File: config.mk
export PLATFORM = sky130hd
export DESIGN_NAME = clock_work_multi
export DESIGN_NICKNAME = d
export VERILOG_FILES = /design/src/rtl/clock_pkg.sv /design/src/rtl/tick_prescaler.sv /design/src/rtl/clock_work_multi.sv
export SDC_FILE = /design/constraint.sdc
export NUM_CORES = 1
export LEC_CHECK = 0
export CAP_MARGIN = 20
export CORE_ASPECT_RATIO = 0.8
export CORE_MARGIN = 3
export CORE_UTILIZATION = 50
export CTS_BUF_LIST = sky130_fd_sc_hd__clkbuf_4 sky130_fd_sc_hd__clkbuf_8
export DETAILED_ROUTE_END_ITERATION = 10
export PLACE_DENSITY = 0.75
export SLEW_MARGIN = 20
export SYNTH_ARGS = -nofsm -noshare
export SYNTH_HDL_FRONTEND = slang
export SYNTH_SLANG_ARGS = --single-unit
export TNS_END_PERCENT = 100
File: constraint.sdc
create_clock -name clk -period 4.4 [get_ports clk]
set_input_delay 0.66 -clock clk [delete_from_list [all_inputs] [get_ports clk]]
set_output_delay 0.66 -clock clk [all_outputs]
set_load 0.005 [all_outputs]
File: src/rtl/clock_pkg.sv
// clock_pkg
// Shared field widths, range limits, the packed time record and the
// field validation helper used by clock_work_multi.
// Time packing is {hour[16:12], min[11:6], sec[5:0]}.
package clock_pkg;

  localparam int SEC_W  = 6;
  localparam int MIN_W  = 6;
  localparam int HOUR_W = 5;
  localparam int TIME_W = 17;

  localparam logic [SEC_W-1:0]  SEC_MAX  = 6'd59;
  localparam logic [MIN_W-1:0]  MIN_MAX  = 6'd59;
  localparam logic [HOUR_W-1:0] HOUR_MAX = 5'd23;

  typedef struct packed {
    logic [HOUR_W-1:0] hour;
    logic [MIN_W-1:0]  min;
    logic [SEC_W-1:0]  sec;
  } time_t;

  // Out-of-range fields are forced to zero; valid fields pass through untouched.
  function automatic time_t validate_time(input time_t t);
    time_t v;
    v = t;
    if (t.sec > SEC_MAX)   v.sec  = '0;
    if (t.min > MIN_MAX)   v.min  = '0;
    if (t.hour > HOUR_MAX) v.hour = '0;
    return v;
  endfunction

endpackage

File: src/rtl/tick_prescaler.sv
// tick_prescaler
// Divides the system clock down to one tick per TICK_DIV cycles.
// Ports:
//   clk   - system clock
//   rst   - synchronous active-high reset
//   clear - restart the count from zero (used on time overwrite)
//   tick  - high during the last cycle of each TICK_DIV-cycle period
module tick_prescaler #(
  parameter int TICK_DIV = 100000000
) (
  input  logic clk,
  input  logic rst,
  input  logic clear,
  output logic tick
);

  localparam int CNT_W = (TICK_DIV > 2) ? $clog2(TICK_DIV) : 1;
  localparam logic [CNT_W-1:0] LAST = CNT_W'(TICK_DIV - 1);

  logic [CNT_W-1:0] count;

  always_ff @(posedge clk) begin
    if (rst || clear) begin
      count <= '0;
    end else if (count == LAST) begin
      count <= '0;
    end else begin
      count <= count + 1'b1;
    end
  end

  assign tick = (count == LAST);

endmodule

File: src/rtl/clock_work_multi.sv
// clock_work_multi
// 24-hour timekeeping core running from the system clock through an internal
// prescaler, with synchronous time overwrite, N_ALARM alarm channels with
// sticky ring flags, and second/day strobes.
// Optional feature macro: TWELVE_HOUR_EN adds registered hour12/pm outputs.
// Ports:
//   clk, rst     - system clock, synchronous active-high reset
//   time_ow      - load time_in (validated) and restart the prescaler
//   time_in      - {hour, min, sec} to load
//   alarm_wr     - write channel alarm_sel with alarm_in / alarm_en_in
//   alarm_sel    - alarm channel index (indices >= N_ALARM are ignored)
//   alarm_in     - alarm time, same packing as time_in
//   alarm_en_in  - enable bit stored with alarm_in
//   alarm_ack    - per-channel ring clear
//   time_out     - current time (registered)
//   sec_tick     - one-cycle pulse when time_out shows an incremented second
//   day_pulse    - one-cycle pulse on the 23:59:59 -> 00:00:00 rollover
//   alarm_ring   - sticky per-channel ring flags
//   hour12, pm   - 12-hour view of time_out (TWELVE_HOUR_EN only)
module clock_work_multi
  import clock_pkg::*;
#(
  parameter int TICK_DIV = 100000000,
  parameter int N_ALARM  = 2,
  localparam int SEL_W   = (N_ALARM > 1) ? $clog2(N_ALARM) : 1
) (
  input  logic               clk,
  input  logic               rst,
  input  logic               time_ow,
  input  logic [16:0]        time_in,
  input  logic               alarm_wr,
  input  logic [SEL_W-1:0]   alarm_sel,
  input  logic [16:0]        alarm_in,
  input  logic               alarm_en_in,
  input  logic [N_ALARM-1:0] alarm_ack,
  output logic [16:0]        time_out,
  output logic               sec_tick,
  output logic               day_pulse,
  output logic [N_ALARM-1:0] alarm_ring
`ifdef TWELVE_HOUR_EN
  ,
  output logic [3:0]         hour12,
  output logic               pm
`endif
);

  time_t              cur_time;
  time_t              next_time;
  time_t              alarm_time [N_ALARM];
  logic [N_ALARM-1:0] alarm_en;
  logic [N_ALARM-1:0] wr_hit;
  logic [N_ALARM-1:0] match;
  logic               tick;
  logic               inc;
  logic               rollover;
  logic               time_change;

  tick_prescaler #(
    .TICK_DIV (TICK_DIV)
  ) u_prescaler (
    .clk   (clk),
    .rst   (rst),
    .clear (time_ow),
    .tick  (tick)
  );

  // Overwrite beats a coincident tick, so an increment only happens on a
  // tick cycle without time_ow.
  assign inc         = tick && !time_ow;
  assign time_change = tick || time_ow;
  assign rollover    = (cur_time.sec == SEC_MAX) && (cur_time.min == MIN_MAX) &&
                       (cur_time.hour == HOUR_MAX);

  // Next-time value: validated load, ripple-carry increment, or hold.
  always_comb begin
    next_time = cur_time;
    if (time_ow) begin
      next_time = validate_time(time_t'(time_in));
    end else if (tick) begin
      if (cur_time.sec == SEC_MAX) begin
        next_time.sec = '0;
        if (cur_time.min == MIN_MAX) begin
          next_time.min = '0;
          if (cur_time.hour == HOUR_MAX) begin
            next_time.hour = '0;
          end else begin
            next_time.hour = cur_time.hour + 5'd1;
          end
        end else begin
          next_time.min = cur_time.min + 6'd1;
        end
      end else begin
        next_time.sec = cur_time.sec + 6'd1;
      end
    end
  end

  // Channel decode and match against the pre-write alarm registers.
  always_comb begin
    wr_hit = '0;
    match  = '0;
    for (int k = 0; k < N_ALARM; k++) begin
      if (alarm_wr && (32'(alarm_sel) == k)) wr_hit[k] = 1'b1;
      if (time_change && alarm_en[k] && (next_time == alarm_time[k])) match[k] = 1'b1;
    end
  end

  always_ff @(posedge clk) begin
    if (rst) begin
      cur_time  <= '0;
      sec_tick  <= 1'b0;
      day_pulse <= 1'b0;
    end else begin
      cur_time  <= next_time;
      sec_tick  <= inc;
      day_pulse <= inc && rollover;
    end
  end

  // Alarm registers and ring flags. A fresh match outranks both the
  // disable-write clear and the ack.
  always_ff @(posedge clk) begin
    if (rst) begin
      for (int k = 0; k < N_ALARM; k++) alarm_time[k] <= '0;
      alarm_en   <= '0;
      alarm_ring <= '0;
    end else begin
      for (int k = 0; k < N_ALARM; k++) begin
        if (wr_hit[k]) begin
          alarm_time[k] <= validate_time(time_t'(alarm_in));
          alarm_en[k]   <= alarm_en_in;
        end
        if (match[k]) begin
          alarm_ring[k] <= 1'b1;
        end else if ((wr_hit[k] && !alarm_en_in) || alarm_ack[k]) begin
          alarm_ring[k] <= 1'b0;
        end
      end
    end
  end

  assign time_out = cur_time;

`ifdef TWELVE_HOUR_EN
  function automatic logic [3:0] to_hour12(input logic [HOUR_W-1:0] h);
    logic [HOUR_W-1:0] d;
    d = h - 5'd12;
    if (h == 5'd0)       return 4'd12;
    else if (h <= 5'd12) return h[3:0];
    else                 return d[3:0];
  endfunction

  always_ff @(posedge clk) begin
    if (rst) begin
      hour12 <= 4'd12;
      pm     <= 1'b0;
    end else begin
      hour12 <= to_hour12(next_time.hour);
      pm     <= (next_time.hour >= 5'd12);
    end
  end
`endif

endmodule

==> metrics.cfg <==
[power]
finalPower_mw = 1.72
switching_share_pct = 27.2
seqPwrFrac_pct = 52.1
power_leakage_nw = 1.90
power_switching_mw = 0.467
power_frac_comb_pct = 14.1
vdd_ir_drop_max_v = 0.000173
power.density_nw_per_um2 = 310
p_int_mw = 1.25
clkPwrFrac_pct = 33.7

[sta]
setup_tns_ns = 0
hold_ws_ns = 0.472
hold_viol_final = 0
clock_skew_ns = 0.0171
final_max_slew_viol_count = 0
worstMarginPinSlew_ns = 1.03
relSlewSlack_pct = 30.9
fin_crit_sh_pct = 72.0
rsz0062_at_grt = false
max_freq_mhz = 316
setup_viol = 0
finalCriticalPeriod_ns = 3.17

[layout]
final_area_sq_um = 5530
n_antenna_cell = 0
layout.nets = 599
synthToLayoutAreaGrowth_pct = 19.2
drive_gt1_share_pct = 6.27
stdcell_count = 670
final_cell_mix = 62 x clkdlybuf4s50_1, 61 x nor2_1, 50 x dfxtp_1
final_common_cell = clkdlybuf4s50_1
fill_cells = 767

[clock_tree]
cts_buffers = 9
cts_hold_buffers = 0
cts_setup_buffers = 0
htreeDepth = 3
clkTransAtPathRegs_ns = 0.10
cts_root_buf = clkbuf_8
clkSinkCount = 84
clk_latency_ns = 0.37
cts_tree = yes
cts-resized-gates = 0
clockBufferDepth = 2

[detailed_routing]
wl_met3_mm = 1.14
drc = 0
final_antenna_net_count = 0
drt-total-wl_mm = 12.1
top_layer = met4
avgRoutedWirePerCell_um = 18.1
routed-wl-met2_mm = 5.18
vias_per_cell = 6.08
num_vias = 4072
dr.pass1.iters = 6
first_iter_violations = 479
wl_met1_mm = 5.68

[floorplanning]
rows = 30
die_h_um = 92.2
core_area_sq_um = 8750
die_w_um = 114
die_area_sq_um = 10500
initial_core_util_pct = 53.1
ioPinCount = 63

[grt]
grt_pass1_wl_mm = 19.0
antenna_found_initial = 0
grt_overflow = 0
grt_usage_pct = 23.1
grt_pass1_vias = 3636
grt_max_degree = 46

[placement]
dpl_cell_area_sq_um = 5330
portBuffers = 62
place.detailed.instances = 654
hpwl_mm = 8.99
gp_congestion = 0.882

[outcome]
status = finished, final reports clean

[synth]
netlist_area_sq_um = 4640
synth_cells = 497
ys_ff_latch = 84
syn_nets = 543
ys_async_sr_fraction_pct = 0
synth_edf_count = 34
ys_types = 69
synth_ff_type = dfxtp_1
yosys_warnings = 0
yosysSeqAreaShare_pct = 43.6
avgSynthCellArea_sq_um = 9.34

[min_path]
min_path_type = reg2reg

[worst_setup_path]
crit_buf_inv = 0
crit_required_ns = 4.69
max_stage_delay_ns = 0.68
crit_chain = nor4_4 -> nand4_2 -> nor2_1 -> a211oi_2 -> xnor2_1 -> or4_1 -> o31ai_1
path_class = reg2reg
start_kind = flop
end_kind = flop
cp_slowest_cell = nor2_1
arrival_ns = 3.45
crit_fanout = 18
crit_family = simple AND/OR/NAND/NOR gates

[run]
max_cap_viol_count = 0

## path summary, 6_finish.rpt
check	from	end	slack (ns)	cells past startpoint
max	u_prescaler.count[8]$_SDFF_PP0_	alarm_ring[0]$_SDFFE_PP0P_	1.23	7
min	alarm_en[1]$_SDFFE_PP0P_	alarm_en[1]$_SDFFE_PP0P_	0.47	2
max reg2reg	u_prescaler.count[8]$_SDFF_PP0_	alarm_ring[0]$_SDFFE_PP0P_	1.23	7
min reg2reg	alarm_en[1]$_SDFFE_PP0P_	alarm_en[1]$_SDFFE_PP0P_	0.47	2
## synth_stat cells (4+ instances only)
cell type | count | area, sq um
nand2_1 | 38 | 143
and2_1 | 22 | 138
inv_1 | 12 | 45.0
nand4_1 | 11 | 68.8
or3_1 | 8 | 50.1
nor4_1 | 15 | 93.8
clkbuf_1 | 13 | 48.8
nor2_1 | 61 | 229
xor2_1 | 19 | 166
and4_1 | 4 | 35.0
dfxtp_1 | 50 | 1000
o21ai_0 | 14 | 70.1
nand3_1 | 29 | 145
ha_1 | 4 | 50.1
a211oi_1 | 7 | 52.6
o31ai_1 | 4 | 30.0
nor3_1 | 11 | 55.1
edfxtp_1 | 34 | 1020
xnor2_1 | 32 | 280
mux2i_1 | 4 | 40.0
and3_1 | 9 | 56.3
buf_2 | 4 | 20.0
a21oi_1 | 16 | 80.1
## stage by stage
stage	setup WS, ns	util [%]
final	1.23	63.3
after CTS	1.28	63.3
after global routing	0.983	63.3
after detailed placement	1.06	60.9
after global placement	1.11	60.9
after floorplan	1.84	-
## layout make-up
type | count | area, sq um | share of cell area (%)
Inverter | 12 | 45.0 | 0.814
Multi-Input combinational cell | 380 | 2470 | 44.7
Clock buffer | 10 | 131 | 2.37
Tap cell | 112 | 140 | 2.53
Sequential cell | 84 | 2020 | 36.5
Timing Repair Buffer | 66 | 651 | 11.8
Clock inverter | 6 | 71.3 | 1.29
## power groups by stage
stage          Sequential (mW)  Combinational [mW]  Clock [mW]
5_1_grt                  0.899               0.264       0.626
2_1_floorplan            0.897               0.140           0
4_1_cts                  0.894               0.241       0.591
6_report                 0.895               0.243       0.579
3_3_place_gp             0.910               0.235           0
3_5_place_dp             0.912               0.239           0
## flip-flops by register name, summed over array words and instances, names as in the netlist
register / cells
u_prescaler.count: 27
sec_tick: 1
alarm_time: 34
time_out: 17
day_pulse: 1
alarm_en: 2
alarm_ring: 2
## routing by layer
metal / GRT usage [%] / vias to the layer above
met2: 33.2 / 184
met3: 4.95 / 14
met5: 0 / -
met1: 35.0 / 1922
li1: - / 1952
met4: 5.81 / 0
## kinds of logic (layout without fill, tap and decap cells)
group	after synthesis	after routing	share of synthesized area, %
buf+inv	33	94	3.18
mux	5	5	1.11
xor+xnor	51	51	9.62
fa+ha+maj	4	4	1.08
simple gates	231	231	26.5
compound gates	89	89	15.0
flops	84	84	43.6
## tightest hold or removal path, delay by kind of cell (launching register included)
family,cells,cell delay [ns]
AND/OR/NAND/NOR,1,0.05
AO/OA/AOI/OAI,1,0.06
flip-flops,1,0.32
(Power assumes the default switching activity.)
